==> src/rtl/ps2_keymap_tracker.sv <==
// PS/2 scan-code set-2 key tracker.
// Decodes E0 (extended) and F0 (break) prefixes into make/break events and keeps
// a held bit per configured key, with press/release pulses, a prefix timeout and
// an optional last-pressed-wins mode.
//
// state    | meaning
// ---------+-----------------------------------------------------
// IDLE     | no prefix pending; next plain byte is a non-extended make
// EXT      | E0 seen; next byte is an extended make (or F0)
// BRK      | F0 seen; next byte is a non-extended break
// EXT_BRK  | E0 F0 seen; next byte is an extended break
module ps2_keymap_tracker #(
   parameter int                       NUM_KEYS       = 3,
   parameter logic [NUM_KEYS*9-1:0]    KEY_CODES      = {9'h175, 9'h16B, 9'h174},
   parameter int                       TIMEOUT_CYCLES = 50000,
   parameter bit                       EXCLUSIVE      = 1'b0
) (
   input  logic                  Clock,
   input  logic                  Resetn,
   input  logic                  clear,
   input  logic [7:0]            rx_data,
   input  logic                  rx_valid,
   output logic [NUM_KEYS-1:0]   key_held,
   output logic [NUM_KEYS-1:0]   key_press_pulse,
   output logic [NUM_KEYS-1:0]   key_release_pulse,
   output logic                  proto_error
);

   localparam int CNT_W = $clog2(TIMEOUT_CYCLES + 1);
   localparam logic [CNT_W-1:0] CNT_LAST = CNT_W'(TIMEOUT_CYCLES - 1);

   localparam logic [7:0] BYTE_EXT = 8'hE0;
   localparam logic [7:0] BYTE_BRK = 8'hF0;

   typedef enum logic [1:0] {
      ST_IDLE    = 2'd0,
      ST_EXT     = 2'd1,
      ST_BRK     = 2'd2,
      ST_EXT_BRK = 2'd3
   } state_t;

   state_t                state_q;
   logic [CNT_W-1:0]      cnt_q;
   logic [NUM_KEYS-1:0]   held_q;
   logic [NUM_KEYS-1:0]   press_q;
   logic [NUM_KEYS-1:0]   release_q;
   logic                  err_q;

   logic                  code_ext;
   logic [NUM_KEYS-1:0]   match;
   logic [NUM_KEYS-1:0]   make_held_d;
   logic [NUM_KEYS-1:0]   make_press_d;
   logic [NUM_KEYS-1:0]   brk_held_d;
   logic [NUM_KEYS-1:0]   brk_release_d;

   assign code_ext = (state_q == ST_EXT) || (state_q == ST_EXT_BRK);

   // Compare the current byte (tagged with the pending E0 prefix) against every slot.
   always_comb begin
      match = '0;
      for (int i = 0; i < NUM_KEYS; i++) begin
         match[i] = (KEY_CODES[9*i +: 9] == {code_ext, rx_data});
      end
   end

   // Candidate held/pulse values for a make or a break of the current byte.
   // In exclusive mode a matching make replaces the whole held vector; a
   // non-matching code must leave it alone, hence the match check.
   always_comb begin
      make_press_d  = match & ~held_q;
      if (EXCLUSIVE) begin
         make_held_d = (match != '0) ? match : held_q;
      end else begin
         make_held_d = held_q | match;
      end
      brk_release_d = held_q & match;
      brk_held_d    = held_q & ~match;
   end

   // Prefix FSM, timeout counter and registered outputs.
   always_ff @(posedge Clock or negedge Resetn) begin
      if (!Resetn) begin
         state_q   <= ST_IDLE;
         cnt_q     <= '0;
         held_q    <= '0;
         press_q   <= '0;
         release_q <= '0;
         err_q     <= 1'b0;
      end else begin
         press_q   <= '0;
         release_q <= '0;
         err_q     <= 1'b0;
         if (clear) begin
            held_q  <= '0;
            state_q <= ST_IDLE;
            cnt_q   <= '0;
         end else if (rx_valid) begin
            // A byte always restarts the idle timer, even on the expiry cycle.
            cnt_q <= '0;
            unique case (state_q)
               ST_IDLE: begin
                  if (rx_data == BYTE_EXT) begin
                     state_q <= ST_EXT;
                  end else if (rx_data == BYTE_BRK) begin
                     state_q <= ST_BRK;
                  end else begin
                     held_q  <= make_held_d;
                     press_q <= make_press_d;
                  end
               end
               ST_EXT: begin
                  if (rx_data == BYTE_BRK) begin
                     state_q <= ST_EXT_BRK;
                  end else if (rx_data == BYTE_EXT) begin
                     err_q   <= 1'b1;
                  end else begin
                     held_q  <= make_held_d;
                     press_q <= make_press_d;
                     state_q <= ST_IDLE;
                  end
               end
               ST_BRK, ST_EXT_BRK: begin
                  if ((rx_data == BYTE_EXT) || (rx_data == BYTE_BRK)) begin
                     err_q <= 1'b1;
                  end else begin
                     held_q    <= brk_held_d;
                     release_q <= brk_release_d;
                  end
                  state_q <= ST_IDLE;
               end
               default: state_q <= ST_IDLE;
            endcase
         end else if (state_q != ST_IDLE) begin
            if (cnt_q == CNT_LAST) begin
               state_q <= ST_IDLE;
               err_q   <= 1'b1;
               cnt_q   <= '0;
            end else begin
               cnt_q <= cnt_q + 1'b1;
            end
         end else begin
            cnt_q <= '0;
         end
      end
   end

   assign key_held          = held_q;
   assign key_press_pulse   = press_q;
   assign key_release_pulse = release_q;
   assign proto_error       = err_q;

endmodule

==> config.mk <==
export PLATFORM = sky130hd
export DESIGN_NAME = ps2_keymap_tracker
export DESIGN_NICKNAME = d
export VERILOG_FILES = /design/src/rtl/ps2_keymap_tracker.sv
export SDC_FILE = /design/constraint.sdc
export NUM_CORES = 1
export LEC_CHECK = 0
export ABC_AREA = 1
export CAP_MARGIN = 20
export CORE_UTILIZATION = 57
export DETAILED_ROUTE_END_ITERATION = 10
export PLACE_DENSITY = 0.78
export SLEW_MARGIN = 5
export SYNTH_ARGS = -nofsm -noshare
export SYNTH_HDL_FRONTEND = slang
export SYNTH_SLANG_ARGS = --single-unit
==> constraint.sdc <==
create_clock -name Clock -period 3.3 [get_ports Clock]
set_input_delay 0.66 -clock Clock [delete_from_list [all_inputs] [get_ports Clock]]
set_output_delay 0.66 -clock Clock [all_outputs]
set_load 0.1 [all_outputs]
After elaboration in Yosys (flattened, before gate mapping)
Index checks and enable logic that the tools add are counted.

Register bits: 28. Input port bits: 12. Output and inout port bits: 10. Word-level logic and storage cells: 79.

$add $sub $neg: 1. Eq/ne operators: 16. Mux-type cells: 40. Bitwise operators: 6. Reduce and logical (&&, ||, !) cells: 10.

Operator list (count): 2-to-1 mux 16 bit (4); 2-to-1 mux 3 bit (17); equality test 9 bit (first input constant) (3); adder 16 x 1 -> 16 bit (second input constant) (1); equality test 16 bit (second input constant) (1); equality test 8 bit (second input constant) (2); 2-to-1 mux 2 bit (8); != test 3 bit (second input constant) (5); bitwise AND 3 bit (3); one-hot mux 3 bit (3 select lines) (1); 2-to-1 mux 1 bit (7); NOT 3 bit (2); one-hot mux 2 bit (3 select lines) (1); one-hot mux 3 bit (2 select lines) (1); AND reduction 6 bit (1); nonzero test 3 bit (2); != test 5 x 4 -> 1 bit (second input constant) (1); != test 5 bit (second input constant) (1); equality test 2 bit (second input constant) (2); AND reduction 4 bit (1); nonzero test 2 bit (2); bitwise OR 3 bit (1); equality test 2 x 1 -> 1 bit (second input constant) (1); zero test 2 bit (1); 3 further kinds (4).

Depth between registers and ports, before layout
Depth after elaboration: 9. Mapped depth: 9. Gate-level depth less buffers: 9.

Worst setup path before layout
Ideal clock, no wire load.

Path kind: register -> output. Start point: register held_q[0], in the netlist key_held[0]. End point: output key_held[0]. Arrival time: 942 ps. Required time: 2640 ps. Slack: 1698 ps. Cell stages (with the launch flop): 1. Buffers on the path: 0. Cells stage by stage: dfrtp_1.

RTL lines: from (decl) (line 44) `logic [NUM_KEYS-1:0] held_q;`; from (signal assigned) (line 107) `held_q <= make_held_d;`; from (signal assigned) (line 117) `held_q <= make_held_d;`; from (signal assigned) (line 126) `held_q <= brk_held_d;`; to (decl) (line 23) `output logic [NUM_KEYS-1:0] key_held,`.

No word-level cell between the ends.

Final worst setup path
Start point: input rx_data[0]. End point: register held_q[0], in the netlist key_held[0].

Cells in the longest elaborated chain, start to end: 7. Elaborated cells on any way between the ends: 21. Classes of those cells: eq/ne (8); mux (8); bitwise (3); reduce/logical (2).

Ends and longest elaborated chain: from (decl) (line 21) `input logic [7:0] rx_data,`; equality test 9 bit (line 62) `match[i] = (KEY_CODES[9*i +: 9] == {code_ext, rx_data});`; bitwise OR 3 bit or NOT 3 bit (tied branches) (line 74, 77); 2-to-1 mux 3 bit (tied with other cells) (line 114) `end else if (rx_data == BYTE_EXT) begin`; 2-to-1 mux 3 bit (on tied branches) (line 112, 102, 123); one-hot mux 3 bit (3 select lines) (line 100) `unique case (state_q)`; 2-to-1 mux 3 bit (line 97) `end else if (rx_valid) begin`; 2-to-1 mux 3 bit (line 93) `if (clear) begin`.

Several ways; a longest one is shown, not always the timed one. The select of a mux whose other input is x is not followed. A chain may end at the register's enable or synchronous reset.

==> results.toml <==
[synth]
synth_ff_type = "dfrtp_1"
synth_top_area_share_pct = 42.2
synth_warnings = 0
synthCells = 220
synth_largest_area_cell = "dfrtp_1"
synth_cell_types = 27
synth_common_cells = "48 x nand2_1, 37 x nor2_1, 31 x inv_1"
ys_seq_elements = 28
synth_area_leaders = "dfrtp_1 42%, nand2_1 11%, nor2_1 8.4%, inv_1 7.0%, nand3_1 6.3%"
yosysMostFrequentCell = "nand2_1"
synth_enable_flop_cells = 0
syn_nets = 233
yosysSeqAreaShare_pct = 42.2
synth.avg_cell_area_um2 = 7.55
async_reset_ff_share_pct = 100
synth_area_um2 = 1660

[power_and_ir_drop]
p_clk_share_pct = 24.8
p_comb_share_pct = 10.2
swShare_pct = 24.0
total_power_uw = 537
p_leak_nw = 0.919
p_int_uw = 409
sequentialPowerShare_pct = 65.0
switching_power_uw = 129
powerDensity_nw_per_um2 = 284
vdd_drop_max_mv = 0.200

[hold_path]
hold_path_depth = 1
min_to = "cnt_q[0]$_DFF_PN0_"
hold_start = "cnt_q[0]$_DFF_PN0_"
hp-class = "reg2reg"

[sta]
fin_skew_ns = 0.00249
drv_slew = 0
worst_pin_slew_ns = 0.358
grt_setup_unrepaired = "false"
tns_ns = 0
setup_viol = 0
timing_hold_violations_final = 0
fin_crit_ns = 1.83
fmax_mhz = 546
post-route-period-util_pct = 55.5
max_slew_margin_pct = 76.1

[route]
drtPass1Iterations = 4
drtIter0Drc = 58
wire_per_inst_um = 11.8
route.detailed.drc = 0
vias = 1436
viasPerCell = 5.24
antenna_left = 0
totalWireLength_um = 3230

[setup_path]
r2r_setup_slack_ns = 1.72
r2r_cells = 8
r2r-end = "cnt_q[8]$_DFF_PN0_"
cp_max_fo = 7
r2r_start = "cnt_q[0]$_DFF_PN0_"
startpoint_type = "input port"
arrival_ns = 2.06
critPathKind = "in2reg"
crit_required_ns = 3.53
critPathCaptureType = "flop"

[clocking]
cts_setup_buffers = 0
cts-resized-gates = 0
cts_hold_buffers = 0
clkTransAtPathRegs_ns = 0.13
cts.path.max_buffers = 2
cts_htree_levels = 1
cts_buffers = 3
cts_tree = "yes"
cts_root_buf = "clkbuf_4"
clock_latency_ns = 0.32
clkSinkCount = 28

[placement]
dp.cells = 271
port_buffers = 21
hpwl_um = 2590
place_congestion = 0.865

[cells_and_area]
syn2layout_area_growth_pct = 13.9
final_cells = 274
final_util_pct = 68.6
layout-drive-gt1-share_pct = 14.4
antenna_cells = 0
fillers = 241
nets = 258

[global_route]
grt_usage_pct = 23.4
grt_pass1_vias = 1342
antenna_found_initial = 0
grt_pass1_wl_um = 5760
overflow = 0
grt_max_degree = 29

[floorplanning]
rows = 19
pin_count = 22
dieArea_um2 = 3130
start_util_pct = 60.3
die-width_um = 56.0
die_h_um = 56.0
core_um2 = 2760

[job]
drv_cap = 0

[status]
outcome = "finished, final reports clean"
worst max path at each step:
stage	endpoint	start	slack, ns	depth (start not counted)
2_1_floorplan	key_held[0]	key_held[0]$_DFFE_PN0P_	1.70	0
3_3_place_gp	key_held[2]$_DFFE_PN0P_	rx_data[0]	1.19	10
3_5_place_dp	key_held[0]$_DFFE_PN0P_	rx_data[0]	1.14	10
4_1_cts	key_held[0]	key_held[0]$_DFFE_PN0P_	1.49	1
5_1_grt	key_held[0]$_DFFE_PN0P_	rx_data[0]	1.35	10
6_report	key_held[0]$_DFFE_PN0P_	rx_data[0]	1.47	10
kinds of logic after synthesis:
family          after synthesis  share of synthesized area, %
compound gates               10                          4.52
xor+xnor                      3                          1.58
buf+inv                      34                          8.58
simple gates                144                          42.4
flops                        28                          42.2
fa+ha+maj                     1                         0.753
critical path, cell delays in order:
cell,delay [ns]
clkdlybuf4s50_1,0.61
inv_2,0.07
nand2_2,0.08
nor2_4,0.06
nand2_4,0.07
nand2_2,0.09
a21oi_4,0.20
nand2_2,0.09
nand3_1,0.08
nand2_1,0.05
metal layers:
layer	wire length (um)	vias up	GRT usage (%)
met5	0	-	0
met4	47	0	8.71
met3	114	5	3.49
met2	1420	26	35.4
met1	1650	655	34.3
li1	-	750	-
power by group through the flow:
stage	combinational (mW)	sequential, mW	clock [mW]
2_1_floorplan	0.0335	0.352	0
3_5_place_dp	0.0553	0.356	0
4_1_cts	0.0554	0.349	0.141
3_3_place_gp	0.0538	0.356	0
6_report	0.0549	0.349	0.133
5_1_grt	0.0631	0.350	0.150
cells in the final DEF, fill, tap and decap left out, types with 5 or more instances in the layout:
cell             netlist  final
clkdlybuf4s50_1        0     11
nor4_1                 5      5
buf_4                  0     11
nand2_1               48     48
dfrtp_1               28     28
nor2_1                37     37
nand3_1               21     21
inv_1                 31     31
nand2_2                5      5
nand4_1                8      8
registers in the layout (all words and copies together), names as in the netlist:
signal,flops
proto_error,1
key_held,3
key_release_pulse,3
cnt_q,16
key_press_pulse,3
state_q,2
area by class of cell:
class                      count  area (um2)  share of cell area [%]
multi-input combinational    158         818                    43.2
sequential                    28         701                    37.0
timing repair buffer          22         193                    10.2
inverter                      32         120                    6.34
tap                           31        38.8                    2.05
clock buffer                   3        22.5                    1.19
metrics by stage:
stage	setup slack, ns	instance area [um2]	hold slack (ns)
after global routing	1.35	1890	0.498
after global placement	1.19	1870	0.452
after CTS	1.49	1890	0.475
after floorplan	1.70	1660	0.364
after detailed placement	1.14	1870	0.457
final	1.47	1890	0.468
Power figures use the tool's default switching activity.
